**config.mk**
```make
export PLATFORM = sky130hd
export DESIGN_NAME = uart_tx_gen2_flat
export DESIGN_NICKNAME = d
export VERILOG_FILES = /design/src/rtl/uart_tx_gen2_if.sv /design/src/rtl/uart_tx_gen2.sv /design/src/flat_wrapper.sv
export SDC_FILE = /design/constraint.sdc
export NUM_CORES = 1
export LEC_CHECK = 0
export ABC_CLOCK_PERIOD_IN_PS = 2550
export BUFFER_PORTS_ARGS = -buffer_cell sky130_fd_sc_hd__buf_4
export CAP_MARGIN = 5
export CORE_AREA = 2 2 82 84
export CTS_BUF_LIST = sky130_fd_sc_hd__clkbuf_4
export DETAILED_ROUTE_END_ITERATION = 12
export DIE_AREA = 0 0 84 86
export PLACE_DENSITY_LB_ADDON = 0.08
export SYNTH_ARGS = -nofsm -noshare
export SYNTH_HDL_FRONTEND = slang
export SYNTH_SLANG_ARGS = --single-unit
export TNS_END_PERCENT = 50
```
**constraint.sdc**
```tcl
create_clock -name CLOCK -period 2.55 [get_ports CLOCK]
set_input_delay 0.1275 -clock CLOCK [delete_from_list [all_inputs] [get_ports CLOCK]]
set_output_delay 0.1275 -clock CLOCK [all_outputs]
set_load 0.05 [all_outputs]
```
**src/rtl/uart_tx_gen2_if.sv**
```systemverilog
// Bundles the UART transmitter's enqueue port, frame configuration and line/status outputs.
// master drives words and config; slave is the transmitter.
interface uart_tx_gen2_if #(
  parameter int WORD_SIZE  = 8,
  parameter int FIFO_DEPTH = 4
);
  localparam int CNT_W = $clog2(FIFO_DEPTH) + 1;

  logic [WORD_SIZE-1:0] DATA_BUS;
  logic                 DATA_VALID;
  logic                 DATA_READY;
  logic [1:0]           PARITY_MODE;
  logic                 TWO_STOP;
  logic                 SERIAL_OUT;
  logic                 BUSY;
  logic                 TX_DONE;
  logic [CNT_W-1:0]     FIFO_COUNT;

  modport master (
    output DATA_BUS, DATA_VALID, PARITY_MODE, TWO_STOP,
    input  DATA_READY, SERIAL_OUT, BUSY, TX_DONE, FIFO_COUNT
  );

  modport slave (
    input  DATA_BUS, DATA_VALID, PARITY_MODE, TWO_STOP,
    output DATA_READY, SERIAL_OUT, BUSY, TX_DONE, FIFO_COUNT
  );
endinterface

```
**src/rtl/uart_tx_gen2.sv**
```systemverilog
// FIFO-fed UART transmitter: start, LSB-first data, optional parity, 1/2 stop bits.
// First start bit one cycle after the word is accepted; DATA_READY drops when the FIFO is full.
module uart_tx_gen2 #(
  parameter int WORD_SIZE    = 8,
  parameter int FIFO_DEPTH   = 4,
  parameter int CLKS_PER_BIT = 16
) (
  input  logic          CLOCK,
  input  logic          RESET,
  uart_tx_gen2_if.slave bus
);
  localparam int PTR_W = $clog2(FIFO_DEPTH);
  localparam int CNT_W = PTR_W + 1;
  localparam int BC_W  = $clog2(CLKS_PER_BIT);
  localparam int IDX_W = $clog2(WORD_SIZE);

  typedef enum logic [2:0] {S_IDLE, S_START, S_DATA, S_PARITY, S_STOP} state_t;

  state_t               state_q, state_d;
  logic [BC_W-1:0]      bit_cnt_q, bit_cnt_d;
  logic [IDX_W-1:0]     bit_idx_q, bit_idx_d;
  logic [WORD_SIZE-1:0] shift_q, shift_d;
  logic                 par_bit_q, par_bit_d;
  logic                 par_en_q, par_en_d;
  logic                 two_stop_q, two_stop_d;
  logic                 serial_q, serial_d;
  logic                 busy_q, busy_d;
  logic                 tx_done_q, tx_done_d;
  logic [PTR_W-1:0]     wr_ptr_q, wr_ptr_d;
  logic [PTR_W-1:0]     rd_ptr_q, rd_ptr_d;
  logic [CNT_W-1:0]     count_q, count_d;
  logic [WORD_SIZE-1:0] mem_q [FIFO_DEPTH];

  logic                 ready;
  logic                 push;
  logic                 pop;
  logic                 load;
  logic                 bit_end;
  logic [WORD_SIZE-1:0] head;

  assign ready   = count_q < CNT_W'(FIFO_DEPTH);
  assign push    = bus.DATA_VALID && ready;
  assign bit_end = bit_cnt_q == BC_W'(CLKS_PER_BIT - 1);
  assign head    = mem_q[rd_ptr_q];

  always_comb begin
    state_d    = state_q;
    bit_cnt_d  = bit_cnt_q + BC_W'(1);
    bit_idx_d  = bit_idx_q;
    shift_d    = shift_q;
    par_bit_d  = par_bit_q;
    par_en_d   = par_en_q;
    two_stop_d = two_stop_q;
    serial_d   = serial_q;
    busy_d     = busy_q;
    tx_done_d  = 1'b0;
    load       = 1'b0;
    pop        = 1'b0;

    case (state_q)
      S_IDLE: begin
        bit_cnt_d = '0;
        load      = count_q != '0;
      end
      S_START: begin
        if (bit_end) begin
          state_d   = S_DATA;
          bit_cnt_d = '0;
          bit_idx_d = '0;
          serial_d  = shift_q[0];
        end
      end
      S_DATA: begin
        if (bit_end) begin
          bit_cnt_d = '0;
          if (bit_idx_q == IDX_W'(WORD_SIZE - 1)) begin
            bit_idx_d = '0;
            state_d   = par_en_q ? S_PARITY : S_STOP;
            serial_d  = par_en_q ? par_bit_q : 1'b1;
          end else begin
            bit_idx_d = bit_idx_q + IDX_W'(1);
            shift_d   = shift_q >> 1;
            serial_d  = shift_q[1];
          end
        end
      end
      S_PARITY: begin
        if (bit_end) begin
          state_d   = S_STOP;
          bit_cnt_d = '0;
          bit_idx_d = '0;
          serial_d  = 1'b1;
        end
      end
      S_STOP: begin
        if (bit_end) begin
          bit_cnt_d = '0;
          // bit_idx counts stop bits already sent within this state
          if (two_stop_q && bit_idx_q == '0) begin
            bit_idx_d = IDX_W'(1);
          end else begin
            tx_done_d = 1'b1;
            bit_idx_d = '0;
            if (count_q != '0) begin
              load = 1'b1;
            end else begin
              state_d  = S_IDLE;
              busy_d   = 1'b0;
              serial_d = 1'b1;
            end
          end
        end
      end
      default: begin
        state_d   = S_IDLE;
        bit_cnt_d = '0;
        bit_idx_d = '0;
        serial_d  = 1'b1;
        busy_d    = 1'b0;
      end
    endcase

    // Frame start: pop head word and freeze its config for the whole frame.
    if (load) begin
      pop        = 1'b1;
      state_d    = S_START;
      bit_cnt_d  = '0;
      bit_idx_d  = '0;
      shift_d    = head;
      par_bit_d  = (^head) ^ (bus.PARITY_MODE == 2'b10);
      par_en_d   = (bus.PARITY_MODE == 2'b01) || (bus.PARITY_MODE == 2'b10);
      two_stop_d = bus.TWO_STOP;
      serial_d   = 1'b0;
      busy_d     = 1'b1;
    end

    wr_ptr_d = wr_ptr_q + PTR_W'(push);
    rd_ptr_d = rd_ptr_q + PTR_W'(pop);
    count_d  = count_q + CNT_W'(push) - CNT_W'(pop);
  end

  always_ff @(posedge CLOCK) begin
    if (!RESET) begin
      state_q    <= S_IDLE;
      bit_cnt_q  <= '0;
      bit_idx_q  <= '0;
      shift_q    <= '0;
      par_bit_q  <= 1'b0;
      par_en_q   <= 1'b0;
      two_stop_q <= 1'b0;
      serial_q   <= 1'b1;
      busy_q     <= 1'b0;
      tx_done_q  <= 1'b0;
      wr_ptr_q   <= '0;
      rd_ptr_q   <= '0;
      count_q    <= '0;
    end else begin
      state_q    <= state_d;
      bit_cnt_q  <= bit_cnt_d;
      bit_idx_q  <= bit_idx_d;
      shift_q    <= shift_d;
      par_bit_q  <= par_bit_d;
      par_en_q   <= par_en_d;
      two_stop_q <= two_stop_d;
      serial_q   <= serial_d;
      busy_q     <= busy_d;
      tx_done_q  <= tx_done_d;
      wr_ptr_q   <= wr_ptr_d;
      rd_ptr_q   <= rd_ptr_d;
      count_q    <= count_d;
      if (push) begin
        mem_q[wr_ptr_q] <= bus.DATA_BUS;
      end
    end
  end

  assign bus.DATA_READY = ready;
  assign bus.SERIAL_OUT = serial_q;
  assign bus.BUSY       = busy_q;
  assign bus.TX_DONE    = tx_done_q;
  assign bus.FIFO_COUNT = count_q;
endmodule
```
**src/flat_wrapper.sv**
```systemverilog
// flat-port wrapper written by rule: the top's interface ports become plain ports
module uart_tx_gen2_flat 
#(
  parameter int WORD_SIZE    = 8,
  parameter int FIFO_DEPTH   = 4,
  parameter int CLKS_PER_BIT = 16
)
  (CLOCK, RESET, bus_DATA_BUS, bus_DATA_VALID, bus_PARITY_MODE, bus_TWO_STOP, bus_DATA_READY, bus_SERIAL_OUT, bus_BUSY, bus_TX_DONE, bus_FIFO_COUNT);
  uart_tx_gen2_if #(.WORD_SIZE(WORD_SIZE), .FIFO_DEPTH(FIFO_DEPTH)) bus_i ();
  input  logic CLOCK;
  input  logic RESET;
  input wire logic [$bits(bus_i.DATA_BUS)-1:0] bus_DATA_BUS;
  input wire logic [$bits(bus_i.DATA_VALID)-1:0] bus_DATA_VALID;
  input wire logic [$bits(bus_i.PARITY_MODE)-1:0] bus_PARITY_MODE;
  input wire logic [$bits(bus_i.TWO_STOP)-1:0] bus_TWO_STOP;
  output wire logic [$bits(bus_i.DATA_READY)-1:0] bus_DATA_READY;
  output wire logic [$bits(bus_i.SERIAL_OUT)-1:0] bus_SERIAL_OUT;
  output wire logic [$bits(bus_i.BUSY)-1:0] bus_BUSY;
  output wire logic [$bits(bus_i.TX_DONE)-1:0] bus_TX_DONE;
  output wire logic [$bits(bus_i.FIFO_COUNT)-1:0] bus_FIFO_COUNT;
  assign bus_i.DATA_BUS = bus_DATA_BUS;
  assign bus_i.DATA_VALID = bus_DATA_VALID;
  assign bus_i.PARITY_MODE = bus_PARITY_MODE;
  assign bus_i.TWO_STOP = bus_TWO_STOP;
  assign bus_DATA_READY = bus_i.DATA_READY;
  assign bus_SERIAL_OUT = bus_i.SERIAL_OUT;
  assign bus_BUSY = bus_i.BUSY;
  assign bus_TX_DONE = bus_i.TX_DONE;
  assign bus_FIFO_COUNT = bus_i.FIFO_COUNT;
  uart_tx_gen2 #(.WORD_SIZE(WORD_SIZE), .FIFO_DEPTH(FIFO_DEPTH), .CLKS_PER_BIT(CLKS_PER_BIT)) u_core (.CLOCK(CLOCK), .RESET(RESET), .bus(bus_i));
endmodule
```
# After elaboration in Yosys (flattened, before gate mapping)
# Memories as Yosys holds them, arrays and structs flattened. A register that Yosys moved wholly into a read port is not among the register bits.
# Index checks and enable logic that the tools add are counted.
# classes
n_reduce_logical	21
n_bitwise	4
mux	45
order_cmp	1
add_sub_neg	6
eq_ne	26
# ops
cell	n
3-bit 2-to-1 mux	12
8-bit 2-to-1 mux	4
1-bit 2-to-1 mux	23
2-bit by 1-bit != test with 1-bit output (second input constant)	9
8-bit AND reduction	2
3-bit by 1-bit != test with 1-bit output (second input constant)	5
3-bit case mux with 5 select lines	1
3-bit case mux with 4 select lines	1
4-bit OR reduction	3
4-bit AND reduction	2
8-bit XOR reduction	1
7-bit AND reduction	1
3-bit by 2-bit == test with 1-bit output (second input constant)	2
3-bit == test (second input constant)	2
3-bit zero test	2
3-bit by 2-bit != test with 1-bit output (second input constant)	2
3-bit AND reduction	2
1-bit case mux with 5 select lines	1
2-bit by 1-bit adder with 2-bit output	2
4-bit by 1-bit adder with 4-bit output (second input constant)	1
4-bit == test (second input constant)	1
2-bit != test (second input constant)	2
1-bit case mux with 2 select lines	2
2-bit nonzero test	2
14 further kinds	18
# totals
ramBits	32
in_bits	14
wordCells	118
n_memories	1
ff_bits	31
output_inout_bits	7
# memory_table
memory	depth	word_bits	read_ports	rd_clocked_by_memory_dff	write_ports	line	text
u_core.mem_q	4	8	1	1	1	uart_tx_gen2.sv:32	logic [WORD_SIZE-1:0] mem_q [FIFO_DEPTH];

# Depth between registers and ports, before layout
# depth
ltp_word	8
mapped_depth	14

# Worst setup path before layout
# Ideal clock, no wire load.
# synth_path
path_kind	register to register
startpoint	reg u_core.count_q[1], in the netlist u_core.bus.FIFO_COUNT[1]
endpoint	reg u_core.count_q[2], in the netlist u_core.bus.FIFO_COUNT[2]
setup_ns	0.115
stages_incl_launch_ff	13
path_slack_ns	-0.319
n_path_buf	1
synth_period_minus_slack_ns	2.869
t_arrival_ns	2.754
path_cell_list	dfxtp_1 -> nor3_1 -> nor2_1 -> nand2_1 -> clkinv_1 -> buf_2 -> ha_1 -> inv_1 -> ha_1 -> fa_1 -> xnor2_1 -> xnor2_1 -> and2_1
# synth_via
elab_chain_cells	7
# synth_rtl
element	line	text
start: declaration	uart_tx_gen2.sv:31	logic [CNT_W-1:0] count_q, count_d;
start signal: assignment	uart_tx_gen2.sv:170	count_q <= count_d;
branches (longest 6 deep; another with 3-bit less-than comparator)	-	
3-bit by 1-bit subtractor with 3-bit output (*)	uart_tx_gen2.sv:139	count_d = count_q + CNT_W'(push) - CNT_W'(pop);
# Mark *: on every way between the ends.
# A chain may end at the register's enable or synchronous reset.

# Worst setup path after layout
# layout_path
startpoint	reg u_core.bit_idx_q[0]
endpoint	reg u_core.count_q[2], in the netlist u_core.bus.FIFO_COUNT[2]
# layout_via
elab_chain_cells	7
# layout_rtl
element	line	text
start: declaration	uart_tx_gen2.sv:21	logic [IDX_W-1:0] bit_idx_q, bit_idx_d;
start signal: assignment	uart_tx_gen2.sv:160	bit_idx_q <= bit_idx_d;
3-bit zero test	uart_tx_gen2.sv:99	if (two_stop_q && bit_idx_q == '0) begin
1-bit logical AND	uart_tx_gen2.sv:99	
1-bit 2-to-1 mux	uart_tx_gen2.sv:99	
1-bit 2-to-1 mux	uart_tx_gen2.sv:96	if (bit_end) begin
1-bit case mux with 2 select lines	uart_tx_gen2.sv:60	case (state_q)
1-bit 2-to-1 mux	uart_tx_gen2.sv:124	if (load) begin
3-bit by 1-bit subtractor with 3-bit output	uart_tx_gen2.sv:139	
# Every way passes these cells.

==> results.py <==
metrics = {
    "outcome": {
        "status": "finished clean",
    },
    "synth": {
        "synth_fa_ha_area_frac": 0.0436,
        "syn_inst": 224,
        "yosysWarnings": 0,
        "synth.distinct_cells": 46,
        "synth_top_area_share": 0.348,
        "synth-compound-area-share": 0.0948,
        "ys_ff_latch": 63,
        "synth_top_family_by_area": "simple AND/OR/NAND/NOR gates",
        "syn-num-nets": 247,
        "synth_xor_area_frac": 0.0522,
        "yosys.area.top_type": "edfxtp_1",
        "synth.area.mux_share": 0.0808,
        "synth_area_sq_mm": 0.00276,
        "synth.most_common_cell": "edfxtp_1",
        "ys_seq_area_frac": 0.574,
        "synth-simple-area-share": 0.122,
        "async_flop_share": 0,
        "synth-edff-count": 32,
        "ys.flop_type": "edfxtp_1",
        "avgSynthCellArea_sq_um": 12.3,
        "netlist_top_cells_area": "edfxtp_1 (35%), dfxtp_1 (23%), mux4_1 (5.7%)",
        "synthTopCellsByCount": "edfxtp_1 (32), dfxtp_1 (31), nand2_1 (17)",
    },
    "die": {
        "die_x_um": 84,
        "core-area_sq_mm": 0.00628,
        "pin_count": 21,
        "rows": 29,
        "dieHeight_um": 86,
        "dieArea_sq_mm": 0.00722,
        "initial_core_util": 0.439,
    },
    "pwr": {
        "ir_worst_vdd_uv": 523,
        "p_per_area_mw_per_mm2": 990,
        "power.leakage_nw": 1.27,
    },
    "global_route": {
        "grtUsageTotal": 0.153,
        "antenna_found_initial": 0,
        "grt_start_max_net_pins": 17,
        "grt_pass1_wl_um": 8540,
        "grt_overflow_total": 0,
        "first_global_vias": 1776,
    },
    "route": {
        "drc": 0,
        "wl_um": 4990,
        "ant_nets": 0,
        "vias": 1799,
        "wire_per_inst_um": 14.2,
        "avgViaCountPerCell": 5.11,
        "firstDrtPassIters": 4,
        "dr.first_iter.drc_count": 84,
    },
    "worst_setup_path": {
        "critPathKind": "flip-flop to flip-flop",
        "path_cells": "inv_1 -> ha_1 -> and3b_2 -> o21ai_2 -> nand2_2 -> clkinv_4 -> ha_1 -> inv_1 -> ha_1 -> fa_1 -> xnor2_1 -> xnor2_1 -> and2_1",
        "slowest_delay_ps": 370,
        "crit_slowest_cell": "dfxtp_2",
        "start_kind": "flip-flop",
        "required_ps": 2840,
        "crit_top_cell": "ha_1",
        "worst_setup_path_end_kind": "flip-flop",
        "worstPathMaxFanout": 4,
        "cp_data_arrival_time_ps": 2690,
    },
    "sta": {
        "fin_crit_ps": 2400,
        "maxSlewViolCount": 0,
        "hold_viol_final": 0,
        "fin_setup_tns_ps": 0,
        "slew_headroom": 0.576,
        "hold_slack_ps": 136,
        "tightestPinTransition_ps": 636,
        "rsz0062_at_grt": "no",
        "fin_worst_skew_ps": 15.2,
        "setup_violations": 0,
        "clock.fmax_mhz": 417,
        "period_share": 0.940,
    },
    "finish": {
        "fin_area_sq_mm": 0.00338,
        "drive_above_1_share": 0.240,
        "seq_area_sq_mm": 0.00159,
        "multi_input_area_sq_mm": 0.00110,
        "fin_nets": 293,
        "fillers": 539,
        "fin_util": 0.538,
        "diodes": 0,
        "syn2layout_area_growth_pct": 22.5,
        "final-instance-count-excl-fill": 352,
    },
    "placement": {
        "place_area_sq_mm": 0.00308,
        "post-place-cells": 325,
        "io_buffers": 20,
        "gp_congestion": 0.701,
        "dp_hpwl_um": 3530,
    },
    "job": {
        "max-cap-violations": 0,
    },
    "clock_tree": {
        "cts_buffer_depth": 2,
        "clock_sinks": 63,
        "clk_pin_slew_ps": 120,
        "htree_num_levels": 3,
        "cts_buffers": 9,
        "cts_tree": "built",
        "cts_root_buf": "clkbuf_4",
        "insertion_delay_ps": 390,
    },
    "hold_path": {
        "min-delay-path-class": "input pin to flip-flop",
    },
}
[cells in the final DEF (no fill, tap or decap), types with 3 or more instances in the layout]
| cell | Yosys | final |
|---|---|---|
| dfxtp_2 | 0 | 4 |
| a31oi_1 | 3 | 3 |
| xor2_1 | 3 | 3 |
| clkbuf_4 | 0 | 9 |
| nand3_1 | 6 | 5 |
| dlygate4sd3_1 | 0 | 10 |
| nand2b_1 | 3 | 3 |
| edfxtp_1 | 32 | 32 |
| buf_4 | 0 | 33 |
| xnor2_1 | 9 | 9 |
| and3_1 | 3 | 3 |
| and2_1 | 5 | 5 |
| inv_1 | 13 | 13 |
| nand2_1 | 17 | 16 |
| bufinv_16 | 0 | 3 |
| a22oi_1 | 9 | 9 |
| mux4_1 | 6 | 6 |
| dfxtp_1 | 31 | 27 |
| nor2_1 | 16 | 16 |
| o21ai_0 | 5 | 4 |
| ha_1 | 8 | 8 |
| a21oi_1 | 14 | 14 |
[sequential cells by signal, indices dropped and copies added (netlist names)]
| name | cells |
|---|---|
| u_core.bus.FIFO_COUNT | 3 |
| u_core.bus.TX_DONE | 1 |
| u_core.bit_cnt_q | 4 |
| u_core.rd_ptr_q | 2 |
| u_core.two_stop_q | 1 |
| u_core.wr_ptr_q | 2 |
| u_core.par_en_q | 1 |
| u_core.bus.SERIAL_OUT | 1 |
| u_core.bit_idx_q | 3 |
| u_core.shift_q | 8 |
| u_core.par_bit_q | 1 |
| u_core.mem_q | 32 |
| u_core.state_q | 3 |
| u_core.bus.BUSY | 1 |
[per-layer routing]
| layer | GRT usage | vias up | part of all wire |
|---|---|---|---|
| met5 | 0 | - | 0 |
| met4 | 0.0528 | 0 | 0.011 |
| li1 | - | 913 | - |
| met2 | 0.264 | 33 | 0.50 |
| met3 | 0.0433 | 4 | 0.037 |
| met1 | 0.186 | 849 | 0.46 |
[repair_timing]
item                                    in CTS  in global routing
buffers inserted                             0                  1
hold endpoints to repair                    34                  0
endpoints found under the setup margin       0                  1
hold buffers                                10                  0
resized for setup                            0                  2
[stage by stage]
stage | setup slack (ps) | power (mW)
after floorplan | 6.92 | 2.21
after global placement | 183 | 2.49
after detailed placement | 109 | 2.50
after CTS | 98.1 | 3.39
after global routing | 20.7 | 3.56
final | 154 | 3.34
[worst max-delay path: cells and delay by family, from the launching register on]
family / cells / cell delay [ps]
xor+xnor: 2 / 260
simple gates: 3 / 480
fa+ha+maj: 4 / 870
compound gates: 1 / 180
flops: 1 / 370
buf+inv: 3 / 140
[report_power, final]
group	internal, mW	switching, mW	total [mW]
Clock	0.500	0.373	0.873
Sequential	1.22	0.107	1.33
Combinational	0.529	0.612	1.14
Total	2.25	1.09	3.34
[cell families (layout without fill, tap and decap cells)]
family	Yosys count	in the layout
AO/OA/AOI/OAI	40	40
flip-flops	63	63
AND/OR/NAND/NOR	66	66
buffers and inverters	22	73
XOR/XNOR	14	14
multiplexers	10	10
adder cells (fa/ha/maj)	9	9
[final cells by class]
cell class | count | share of cell area
flip-flops and latches | 63 | 0.470
multi-input cells | 139 | 0.326
repair buffers | 43 | 0.103
clock inverters | 7 | 0.0356
well taps | 77 | 0.0285
clock buffers | 9 | 0.0200
inverters | 14 | 0.0170
[path summary, 6_finish.rpt]
path / from / to / slack [ps] / cells past startpoint
setup / recovery: u_core.bit_idx_q[0] / u_core.bus.FIFO_COUNT[2] / 150 / 13
hold / removal: bus_PARITY_MODE[1] / u_core.par_en_q / 140 / 4
setup reg to reg: u_core.bit_idx_q[0] / u_core.bus.FIFO_COUNT[2] / 150 / 13
hold reg to reg: u_core.bit_cnt_q[0] / u_core.bit_cnt_q[0] / 460 / 1
Power figures use the tool's default switching activity.
